==> src/rtl/cpu_bus_sched_pkg.sv <==
// Shared scheduler state encoding and bus direction constants for cpu_bus_sched.
package cpu_bus_sched_pkg;

    typedef enum logic [1:0] {
        SCHED_IDLE    = 2'd0,
        SCHED_WAIT    = 2'd1,
        SCHED_OWN_IF  = 2'd2,
        SCHED_OWN_MEM = 2'd3
    } sched_state_e;

    localparam logic READ  = 1'b1;
    localparam logic WRITE = 1'b0;

endpackage

==> src/rtl/cpu_bus_sched.sv <==
// Arbitrates the CPU's single bus-master port between the IF and MEM stages (MEM priority, IF starvation guard).
// Optional wait-cycle statistics outputs are enabled by defining CPU_BUS_SCHED_STAT_EN.
module cpu_bus_sched
    import cpu_bus_sched_pkg::*;
#(
    parameter int unsigned ADDR_W       = 30,
    parameter int unsigned DATA_W       = 32,
    parameter int unsigned STARVE_LIMIT = 4
) (
    input  logic              clk,
    input  logic              reset,
`ifdef CPU_BUS_SCHED_STAT_EN
    output logic [15:0]       stat_if_wait,
    output logic [15:0]       stat_mem_wait,
`endif
    input  logic              if_req_,
    input  logic [ADDR_W-1:0] if_addr,
    input  logic              if_as_,
    input  logic              if_rw,
    input  logic [DATA_W-1:0] if_wr_data,
    output logic              if_grnt_,
    output logic              if_rdy_,
    input  logic              mem_req_,
    input  logic [ADDR_W-1:0] mem_addr,
    input  logic              mem_as_,
    input  logic              mem_rw,
    input  logic [DATA_W-1:0] mem_wr_data,
    output logic              mem_grnt_,
    output logic              mem_rdy_,
    output logic [DATA_W-1:0] cpu_rd_data,
    output logic              bus_req_,
    input  logic              bus_grnt_,
    output logic [ADDR_W-1:0] bus_addr,
    output logic              bus_as_,
    output logic              bus_rw,
    output logic [DATA_W-1:0] bus_wr_data,
    input  logic [DATA_W-1:0] bus_rd_data,
    input  logic              bus_rdy_
);

    localparam logic [3:0] LIMIT = 4'(STARVE_LIMIT);

    sched_state_e state_q, state_d;
    logic [3:0]   starve_q, starve_d;
    logic         if_grnt_q, if_grnt_d;
    logic         mem_grnt_q, mem_grnt_d;
    logic         bus_req_q, bus_req_d;
    logic         if_rq, mem_rq, win_mem, pick;

    assign if_rq   = ~if_req_;
    assign mem_rq  = ~mem_req_;
    assign win_mem = mem_rq && !(if_rq && (starve_q == LIMIT));

    always_comb begin
        state_d = state_q;
        pick    = 1'b0;
        unique case (state_q)
            SCHED_IDLE: begin
                if (if_rq || mem_rq) state_d = SCHED_WAIT;
            end
            SCHED_WAIT: begin
                if (!(if_rq || mem_rq)) begin
                    state_d = SCHED_IDLE;
                end else if (!bus_grnt_) begin
                    pick    = 1'b1;
                    state_d = win_mem ? SCHED_OWN_MEM : SCHED_OWN_IF;
                end
            end
            SCHED_OWN_IF, SCHED_OWN_MEM: begin
                // Owner released: hand the bus straight to the other stage if it waits, keeping bus_req_ low.
                if ((state_q == SCHED_OWN_IF) ? !if_rq : !mem_rq) begin
                    if ((state_q == SCHED_OWN_IF) ? !mem_rq : !if_rq) begin
                        state_d = SCHED_IDLE;
                    end else if (bus_grnt_) begin
                        state_d = SCHED_WAIT;
                    end else begin
                        pick    = 1'b1;
                        state_d = win_mem ? SCHED_OWN_MEM : SCHED_OWN_IF;
                    end
                end else if (bus_grnt_) begin
                    state_d = SCHED_WAIT;
                end
            end
        endcase

        starve_d = starve_q;
        if (pick) begin
            if (!win_mem)                           starve_d = '0;
            else if (if_rq && (starve_q != LIMIT)) starve_d = starve_q + 4'd1;
        end

        // A grant is issued only when ownership is entered from WAIT or held; a handover leaves one gap cycle.
        if_grnt_d  = !((state_d == SCHED_OWN_IF) &&
                       (state_q == SCHED_OWN_IF || state_q == SCHED_WAIT));
        mem_grnt_d = !((state_d == SCHED_OWN_MEM) &&
                       (state_q == SCHED_OWN_MEM || state_q == SCHED_WAIT));
        bus_req_d  = (state_d == SCHED_IDLE);
    end

    always_ff @(posedge clk) begin
        if (reset) begin
            state_q    <= SCHED_IDLE;
            starve_q   <= '0;
            if_grnt_q  <= 1'b1;
            mem_grnt_q <= 1'b1;
            bus_req_q  <= 1'b1;
        end else begin
            state_q    <= state_d;
            starve_q   <= starve_d;
            if_grnt_q  <= if_grnt_d;
            mem_grnt_q <= mem_grnt_d;
            bus_req_q  <= bus_req_d;
        end
    end

    assign if_grnt_    = if_grnt_q;
    assign mem_grnt_   = mem_grnt_q;
    assign bus_req_    = bus_req_q;
    assign if_rdy_     = bus_rdy_ | if_grnt_q;
    assign mem_rdy_    = bus_rdy_ | mem_grnt_q;
    assign cpu_rd_data = bus_rd_data;

    assign bus_addr    = !if_grnt_q ? if_addr    : !mem_grnt_q ? mem_addr    : '0;
    assign bus_wr_data = !if_grnt_q ? if_wr_data : !mem_grnt_q ? mem_wr_data : '0;
    assign bus_as_     = !if_grnt_q ? if_as_     : !mem_grnt_q ? mem_as_     : 1'b1;
    assign bus_rw      = !if_grnt_q ? if_rw      : !mem_grnt_q ? mem_rw      : READ;

`ifdef CPU_BUS_SCHED_STAT_EN
    logic [15:0] stat_if_q, stat_mem_q;

    always_ff @(posedge clk) begin
        if (reset) begin
            stat_if_q  <= '0;
            stat_mem_q <= '0;
        end else begin
            if (if_rq && if_grnt_q && (stat_if_q != '1))    stat_if_q  <= stat_if_q + 16'd1;
            if (mem_rq && mem_grnt_q && (stat_mem_q != '1)) stat_mem_q <= stat_mem_q + 16'd1;
        end
    end

    assign stat_if_wait  = stat_if_q;
    assign stat_mem_wait = stat_mem_q;
`endif

endmodule

==> config.mk <==
export PLATFORM = sky130hd
export DESIGN_NAME = cpu_bus_sched
export DESIGN_NICKNAME = d
export VERILOG_FILES = /design/src/rtl/cpu_bus_sched_pkg.sv /design/src/rtl/cpu_bus_sched.sv
export SDC_FILE = /design/constraint.sdc
export NUM_CORES = 1
export LEC_CHECK = 0
export CAP_MARGIN = 20
export CORE_AREA = 4 4 102 104
export CTS_CLUSTER_DIAMETER = 100
export DETAILED_ROUTE_END_ITERATION = 8
export DIE_AREA = 0 0 106 108
export PLACE_DENSITY = 0.7
export SETUP_SLACK_MARGIN = 0.5
export SLEW_MARGIN = 20
export SYNTH_ARGS = -nofsm -noshare
export SYNTH_HDL_FRONTEND = slang
export SYNTH_SLANG_ARGS = --single-unit
==> constraint.sdc <==
create_clock -name clk -period 2 [get_ports clk]
set_input_delay 0.3 -clock clk [delete_from_list [all_inputs] [get_ports clk]]
set_output_delay 0.3 -clock clk [all_outputs]
set_load 0.01 [all_outputs]
==> impl_summary.log, run 1 <==
[metrics] number of global-route vias before repair: 2619
[metrics] die span in x: 106 um
[metrics] number of logic stages on the critical path including buffering: 6
[metrics] Vias: 2794
[metrics] post-detailed-routing wire length: 11100 um
[metrics] count of endpoints failing setup in the final report: 0
[metrics] number of buffers inserted by hold repair at cts: 0
[metrics] growth of design area from synthesis to finish: 159%
[metrics] crit path max-delay cell type: or4b_4
[metrics] Cells on Worst Hold Path: 2
[metrics] average vias per placed instance: 4.23
[metrics] source of the critical timing path: state_q[0]
[metrics] leakage power summed over all cells: 2.24 nW
[metrics] placer's final routability congestion estimate: 0.851
[metrics] Core Area: 0.00955 mm2
[metrics] port bufs: 202
[metrics] Critical Path RT: 2.16 ns
[metrics] Num CTS Buffers: 3
[metrics] routed length per placed instance: 16.8 um
[metrics] buffer cell driving the clock tree root: clkbuf_8
[metrics] TritonRoute pass-1 iters: 4
[metrics] capturing point of the worst reg2reg path: starve_q[2]
[metrics] first-pass GRT wire length: 14200 um
[metrics] Design Area, Final: 0.00446 mm2
[metrics] DIE AREA: 0.0114 mm2
[metrics] share of the yosys chip area belonging to registers: 10.5%
[metrics] summed instance area of the synthesized netlist: 0.00172 mm2
[metrics] RSZ-0062 raised after global routing: true
[metrics] YS warnings: 0
[metrics] crit-path max cell delay: 0.52 ns
[metrics] Post-Place Cell Area: 0.00378 mm2
[metrics] leading cell types in the layout, fill and taps excluded: clkdlybuf4s50_1 (131), inv_1 (68), buf_2 (59)
[metrics] most common cell after layout, fill and taps aside: clkdlybuf4s50_1
[metrics] Crit Path Max Fanout: 4
[metrics] family with the most delay on the worst path: simple AND/OR/NAND/NOR gates
[metrics] HPWL Detailed: 7750 um
[metrics] max-slew headroom at the worst pin: 73.2%
[metrics] peak ir drop on the vdd network: 0.322 mV
[metrics] total number of H-tree levels: 1
[metrics] Ports: 267
[metrics] number of sinks driven by the clock tree: 9
[metrics] Post-synth ARST share: 0%
[metrics] largest net degree at the start of global routing: 32
[metrics] die span in y: 108 um
[metrics] number of synthesized register bits: 9
[metrics] starting density of the core: 18.0%
[metrics] Starting DRT DRC Count: 102
[metrics] Clock Path Buffers: 2
[metrics] DRC violations left: 0
[metrics] class of the most critical hold timing path: flop to flop
[metrics] Max Clk Rate: 0.519 GHz
[metrics] TritonCTS clock tree: done
[metrics] worst-margin pin slew: 0.401 ns
[metrics] final number of max-transition violations: 0
[metrics] nets@finish: 698
[metrics] shortest clock period the worst path allows after layout: 1.93 ns
[metrics] number of nets still failing antenna checks after routing: 0
[metrics] critical path launch point type: flop
[metrics] number of hold violations in the final report: 0
[metrics] clock skew after layout: 0.00434 ns
[metrics] power per standard cell area: 203 mW/mm2
[metrics] total number of placement rows: 36
[metrics] synth unique cells: 32
[metrics] global route overflow: 0
[metrics] synthesized netlist net count: 485
[metrics] RR Startpoint: state_q[0]
[metrics] layout filler cell count: 998
[metrics] critical-path cell list: inv_6 -> ha_4 -> nand3b_4 -> a2111o_1 -> or4b_4 -> a21oi_2
[metrics] critical path capture point type: flop
[metrics] launch instance of the worst min-delay path: starve_q[3]
[metrics] crit share post-route: 96.4%
[metrics] run status: finished clean
[metrics] post-layout utilization of the core: 46.7%
[metrics] number of antenna violations at the first check in global routing: 7
[metrics] endpoint of the worst hold-timing path: starve_q[3]
[metrics] Tot Pwr: 0.908 mW
[metrics] Buffers & Inverters on Critical Path: 1
[metrics] startpoint-to-endpoint class of the critical path: flop to flop
[metrics] Register-to-Register Setup Slack: 0.07 ns
[metrics] layout cells sized above 1: 43.8%
[metrics] Post-Synthesis Cells: 313
[metrics] Post-Synthesis Mean Instance Area: 5.50 um2
[metrics] insertion delay of the later-clocked pin in the worst-skew pair: 0.23 ns
[metrics] EDFF count, synth: 0
[metrics] total track usage: 15.6%
[metrics] number of maximum-capacitance constraint violations: 0
[metrics] predominant post-synthesis flop cell: dfxtp_1
[metrics] r2r worst-path depth: 6
[metrics] CP Data Arrival Time: 2.09 ns
[metrics] clk slew on worst S/H paths: 0.05 ns
-- synthesized netlist by cell type (all sizes together), types with 3 or more instances --
library cell | number | area share (%)
a21oi | 8 | 2.3
buf | 33 | 15
clkbuf | 15 | 3.3
dfxtp | 9 | 10
ha | 6 | 4.4
inv | 71 | 15
nand2 | 65 | 14
nand3 | 3 | 0.87
nor2 | 7 | 1.5
o21ai | 68 | 20
or2 | 3 | 1.1
or4 | 3 | 1.4
-- final cells by class --
type / count / area [um2] / area share, %
Multi-Input combinational cell: 185 / 1420 / 31.8
Antenna cell: 2 / 5.00 / 0.112
Sequential cell: 9 / 190 / 4.26
Timing Repair Buffer: 256 / 2360 / 52.9
Inverter: 71 / 277 / 6.20
Clock buffer: 4 / 45.0 / 1.01
Tap cell: 133 / 166 / 3.73
-- layer usage --
| layer | global-route usage (%) | vias to the layer above | wire length [um] |
|---|---|---|---|
| met4 | 2.87 | 10 | 174 |
| met3 | 8.72 | 30 | 1230 |
| met5 | 0 | - | 62 |
| li1 | - | 1379 | - |
| met1 | 16.4 | 1253 | 3980 |
| met2 | 27.7 | 122 | 5670 |
-- worst reg2reg max path, cell delays in order, from the launching register on --
cell,delay [ns]
dfxtp_4,0.39
inv_6,0.06
ha_4,0.17
nand3b_4,0.15
a2111o_1,0.44
or4b_4,0.52
a21oi_2,0.14
-- sequential cells by signal, indices dropped and copies added (netlist names) --
register,flops
bus_req_,1
state_q,2
mem_grnt_,1
if_grnt_,1
starve_q,4
-- through the flow --
stage	std cells	TNS [ns]	setup slack (ns)	hold WS, ns
2_1_floorplan	313	0	0.169	0.363
3_3_place_gp	612	-0.173	-0.0911	0.492
3_5_place_dp	612	-0.373	-0.124	0.487
4_1_cts	626	-0.0554	-0.00698	0.498
5_1_grt	659	0	0.0437	0.520
6_report	660	0	0.0715	0.499
-- worst max-delay path by stage --
stage / end / slack, ns
after CTS: bus_addr[26] / -0.007
final: starve_q[2] / 0.07
after floorplan: starve_q[2] / 0.17
after global routing: starve_q[2] / 0.04
after global placement: starve_q[2] / -0.09
after detailed placement: starve_q[2] / -0.12
-- cells by family after synthesis --
family,count (synthesis),synth area share [%]
adder cells (fa/ha/maj),6,4.36
AND/OR/NAND/NOR,92,24.2
flip-flops,9,10.5
AO/OA/AOI/OAI,87,27.6
buffers and inverters,119,33.4
-- where the power goes --
group	internal [mW]	switching, mW	total (mW)
Sequential	0.186	0.0105	0.197
Combinational	0.325	0.177	0.501
Clock	0.139	0.0711	0.210
Total	0.650	0.258	0.908
-- what timing repair did --
item,4_1_cts,5_1_grt
gates cloned,2,7
endpoints found under the setup margin,77,76
buffers inserted,8,25
pin swaps,8,48
resized for setup,177,284
Note: power is estimated with default switching activity, not from simulation.
==> inputs of run 2 (changes only) <==
--- a/config.mk
+++ b/config.mk
@@ -6,11 +6,11 @@
 export NUM_CORES = 1
 export LEC_CHECK = 0
 export CAP_MARGIN = 20
-export CORE_AREA = 4 4 102 104
-export CTS_CLUSTER_DIAMETER = 100
+export CORE_AREA = 2 2 102 104
+export CTS_CLUSTER_DIAMETER = 200
 export DETAILED_ROUTE_END_ITERATION = 8
-export DIE_AREA = 0 0 106 108
-export PLACE_DENSITY = 0.7
+export DIE_AREA = 0 0 104 106
+export PLACE_DENSITY = 0.67
 export SETUP_SLACK_MARGIN = 0.5
 export SLEW_MARGIN = 20
 export SYNTH_ARGS = -nofsm -noshare
==> run 2 against run 1 <==
  * Global-route usage rose by 2.3 points
  * Highest routed layer unchanged
  * Largest power group unchanged
  * Worst setup slack improved by 0.082 ns
  * Via count rose by 4.1%
  * Critical path depth did not move
  * Register-to-register slack improved by 0.08 ns
  * Wire length fell by 0.38%
  * First-iteration DRC count fell by 36%
  * Core utilization rose by 2.5 points
  * Die area fell by 3.7%
  * Sequential power fell by 3%
  * Cell count rose by 4.4%
==> impl_summary.log, run 2 (synthesized netlist as in run 1, its figures left out) <==
[metrics] placer's final routability congestion estimate: 0.784 (-7.8%)
[metrics] crit share post-route: 92.3% (-4.1 points)
[metrics] max FFs per register: 4 (unchanged)
[metrics] port bufs: 202 (unchanged)
[metrics] number of logic stages on the critical path including buffering: 6 (unchanged)
[metrics] Starting DRT DRC Count: 65 (-36%)
[metrics] Core Area: 0.0100 mm2 (+4.7%)
[metrics] Clock Path Buffers: 2 (unchanged)
[metrics] layout cells sized above 1: 49.3% (+5.5 points)
[metrics] source of the critical timing path: state_q[0]
[metrics] startpoint-to-endpoint class of the critical path: flop to flop
[metrics] final cell count without fillers: 689 (+4.4%)
[metrics] number of buffers inserted by hold repair at cts: 0 (unchanged)
[metrics] largest net degree at the start of global routing: 26 (-19%)
[metrics] RR Startpoint: state_q[0]
[metrics] clock network fraction of total power: 23.0% (about the same)
[metrics] Vias: 2909 (+4.1%)
[metrics] Register-to-Register Setup Slack: 0.15 ns (+0.08 ns)
[metrics] first-pass GRT wire length: 15800 um (+11%)
[metrics] share of power burned in combinational logic: 56.8% (+1.6 points)
[metrics] count of endpoints failing setup in the final report: 0 (unchanged)
[metrics] peak ir drop on the vdd network: 0.224 mV (-30%)
[metrics] starting density of the core: 17.2% (-0.81 points)
[metrics] growth of design area from synthesis to finish: 186%
[metrics] leakage power summed over all cells: 2.57 nW (+15%)
[metrics] Buffers & Inverters on Critical Path: 1 (unchanged)
[metrics] worst setup path end: starve_q[2]
[metrics] critical path launch point type: flop
[metrics] die span in y: 106 um (-1.9%)
[metrics] CP Data Arrival Time: 2.02 ns (-0.07 ns)
[metrics] final number of max-transition violations: 0 (unchanged)
[metrics] critical-path cell list: inv_4 -> ha_4 -> nand3b_4 -> a2111o_1 -> or4b_4 -> a21oi_2
[metrics] HPWL Detailed: 7610 um (-1.7%)
[metrics] launch instance of the worst min-delay path: starve_q[2]
[metrics] DRC violations left: 0 (unchanged)
[metrics] RSZ-0062 raised after global routing: true
[metrics] crit-path max cell delay: 0.50 ns (-0.02 ns)
[metrics] run status: finished clean
[metrics] total number of placement rows: 37 (+2.8%)
[metrics] Ports: 267 (unchanged)
[metrics] power per standard cell area: 193 mW/mm2 (-5.0%)
[metrics] capturing point of the worst reg2reg path: starve_q[2]
[metrics] class of the most critical hold timing path: flop to flop
[metrics] most common cell after layout, fill and taps aside: clkdlybuf4s50_1
[metrics] largest registers: starve_q: 4 flops, state_q: 2 flops
[metrics] global route overflow: 0 (unchanged)
[metrics] clk slew on worst S/H paths: 0.05 ns (about the same)
[metrics] area of combinational cells with multiple inputs: 0.00154 mm2 (+8.5%)
[metrics] Cells on Worst Hold Path: 2 (unchanged)
[metrics] buffer cell driving the clock tree root: clkbuf_8
[metrics] average vias per placed instance: 4.22 (-0.27%)
[metrics] DIE AREA: 0.0110 mm2 (-3.7%)
[metrics] routed length per placed instance: 16.1 um (-4.6%)
[metrics] total number of H-tree levels: 1 (unchanged)
[metrics] Num CTS Buffers: 3 (unchanged)
[metrics] clock skew after layout: 0.00389 ns (-0.000454 ns)
[metrics] die span in x: 104 um (-1.9%)
[metrics] shortest clock period the worst path allows after layout: 1.85 ns (-0.0818 ns)
[metrics] FF+latch area: 195 um2 (+2.6%)
[metrics] TritonCTS clock tree: done
[metrics] Max Clk Rate: 0.542 GHz (+4.4%)
[metrics] number of antenna violations at the first check in global routing: 7 (unchanged)
[metrics] number of nets still failing antenna checks after routing: 0 (unchanged)
[metrics] sw power: 0.281 mW (+8.8%)
[metrics] Crit Path Max Fanout: 4 (unchanged)
[metrics] critical path capture point type: flop
[metrics] max-slew headroom at the worst pin: 75.0% (+1.8 points)
[metrics] layout filler cell count: 982 (-1.6%)
[metrics] number of hold violations in the final report: 0 (unchanged)
[metrics] number of maximum-capacitance constraint violations: 0 (unchanged)
[metrics] fraction of power spent switching nets: 29.5% (+1.1 points)
[metrics] leading cell types in the layout, fill and taps excluded: clkdlybuf4s50_1 (132), inv_1 (67), buf_2 (63)
[metrics] insertion delay of the later-clocked pin in the worst-skew pair: 0.24 ns (about the same)
[metrics] Most flops, register: starve_q
[metrics] TritonRoute pass-1 iters: 4 (unchanged)
[metrics] worst-margin pin slew: 0.375 ns (-0.0256 ns)
[metrics] cell count after placement: 613 (+0.16%)
[metrics] total track usage: 17.9% (+2.3 points)
[metrics] nets@finish: 723 (+3.6%)
[metrics] number of sinks driven by the clock tree: 9 (unchanged)
[metrics] register share of total power: 20.2% (-1.5 points)
[metrics] number of global-route vias before repair: 2797 (+6.8%)
[metrics] crit path max-delay cell type: or4b_4
[metrics] internal power of the cells: 0.671 mW (+3.3%)
[metrics] post-detailed-routing wire length: 11100 um (-0.38%)
[metrics] r2r worst-path depth: 6 (unchanged)
[metrics] post-layout utilization of the core: 49.2% (+2.5 points)
[metrics] family with the most delay on the worst path: simple AND/OR/NAND/NOR gates
[metrics] Critical Path RT: 2.17 ns (about the same)
==> run 2: cell count changes in the layout (fill, tap and decap cells not counted), moves of 3 or more <==
cell,change
buf_16,+5
buf_6,+12
buf_4,+5
buf_2,+4
o21ai_0,-6
o21ai_2,+8
nand2_2,-14
clkbuf_16,-4
buf_12,+7
nand2_1,-7
nand2_4,+21
clkbuf_2,-3
==> run 2: power groups by stage <==
stage	registers [mW]	clock network, mW	logic (mW)
6_report	0.192	0.219	0.540
5_1_grt	0.193	0.233	0.577
4_1_cts	0.192	0.224	0.482
3_5_place_dp	0.199	0	0.418
3_3_place_gp	0.199	0	0.412
2_1_floorplan	0.199	0	0.164
==> run 2: worst min-delay path by stage <==
stage,end
5_1_grt,starve_q[2]
6_report,starve_q[2]
2_1_floorplan,state_q[0]
3_3_place_gp,starve_q[3]
4_1_cts,starve_q[2]
3_5_place_dp,starve_q[2]
==> run 2: repair_timing <==
item | in CTS | in global routing
cloned | 7 | 1
buffers inserted | 29 | 32
setup endpoints to repair | 77 | 72
pin swaps | 40 | 30
resized for setup | 403 | 126
==> run 2: tightest hold or removal path: stages (launching register included) <==
cell and delay, ns:
dfxtp_1 0.33, o21ai_0 0.10, a21oi_2 0.06
==> run 2: layout make-up <==
class	count	share of cell area, %
multi-input combinational	185	31.2
timing repair buffer	281	54.8
inverter	71	5.51
antenna	3	0.152
tap	136	3.46
clock buffer	4	0.915
sequential	9	3.96
==> run 2: per-layer routing <==
layer	up-vias	track usage, %	wire [um]	share of wire (%)
met5	-	0	37	0.33
met4	6	3.28	157	1.4
met2	122	30.4	5430	49
met1	1321	21.4	4360	39
met3	24	7.42	1070	9.7
li1	1436	-	-	-
==> run 2: stage by stage <==
stage               hold slack (ns)  setup TNS (ns)  total power, mW  area, um2  worst slack (ns)
floorplan                     0.363               0            0.363       1780             0.169
global placement              0.490          -0.222            0.611       3750            -0.101
detailed placement            0.511          -0.476            0.617       3750            -0.159
CTS                           0.527               0            0.898       4230             0.134
global route                  0.569               0             1.00       4920             0.110
finish                        0.541               0            0.952       4920             0.153
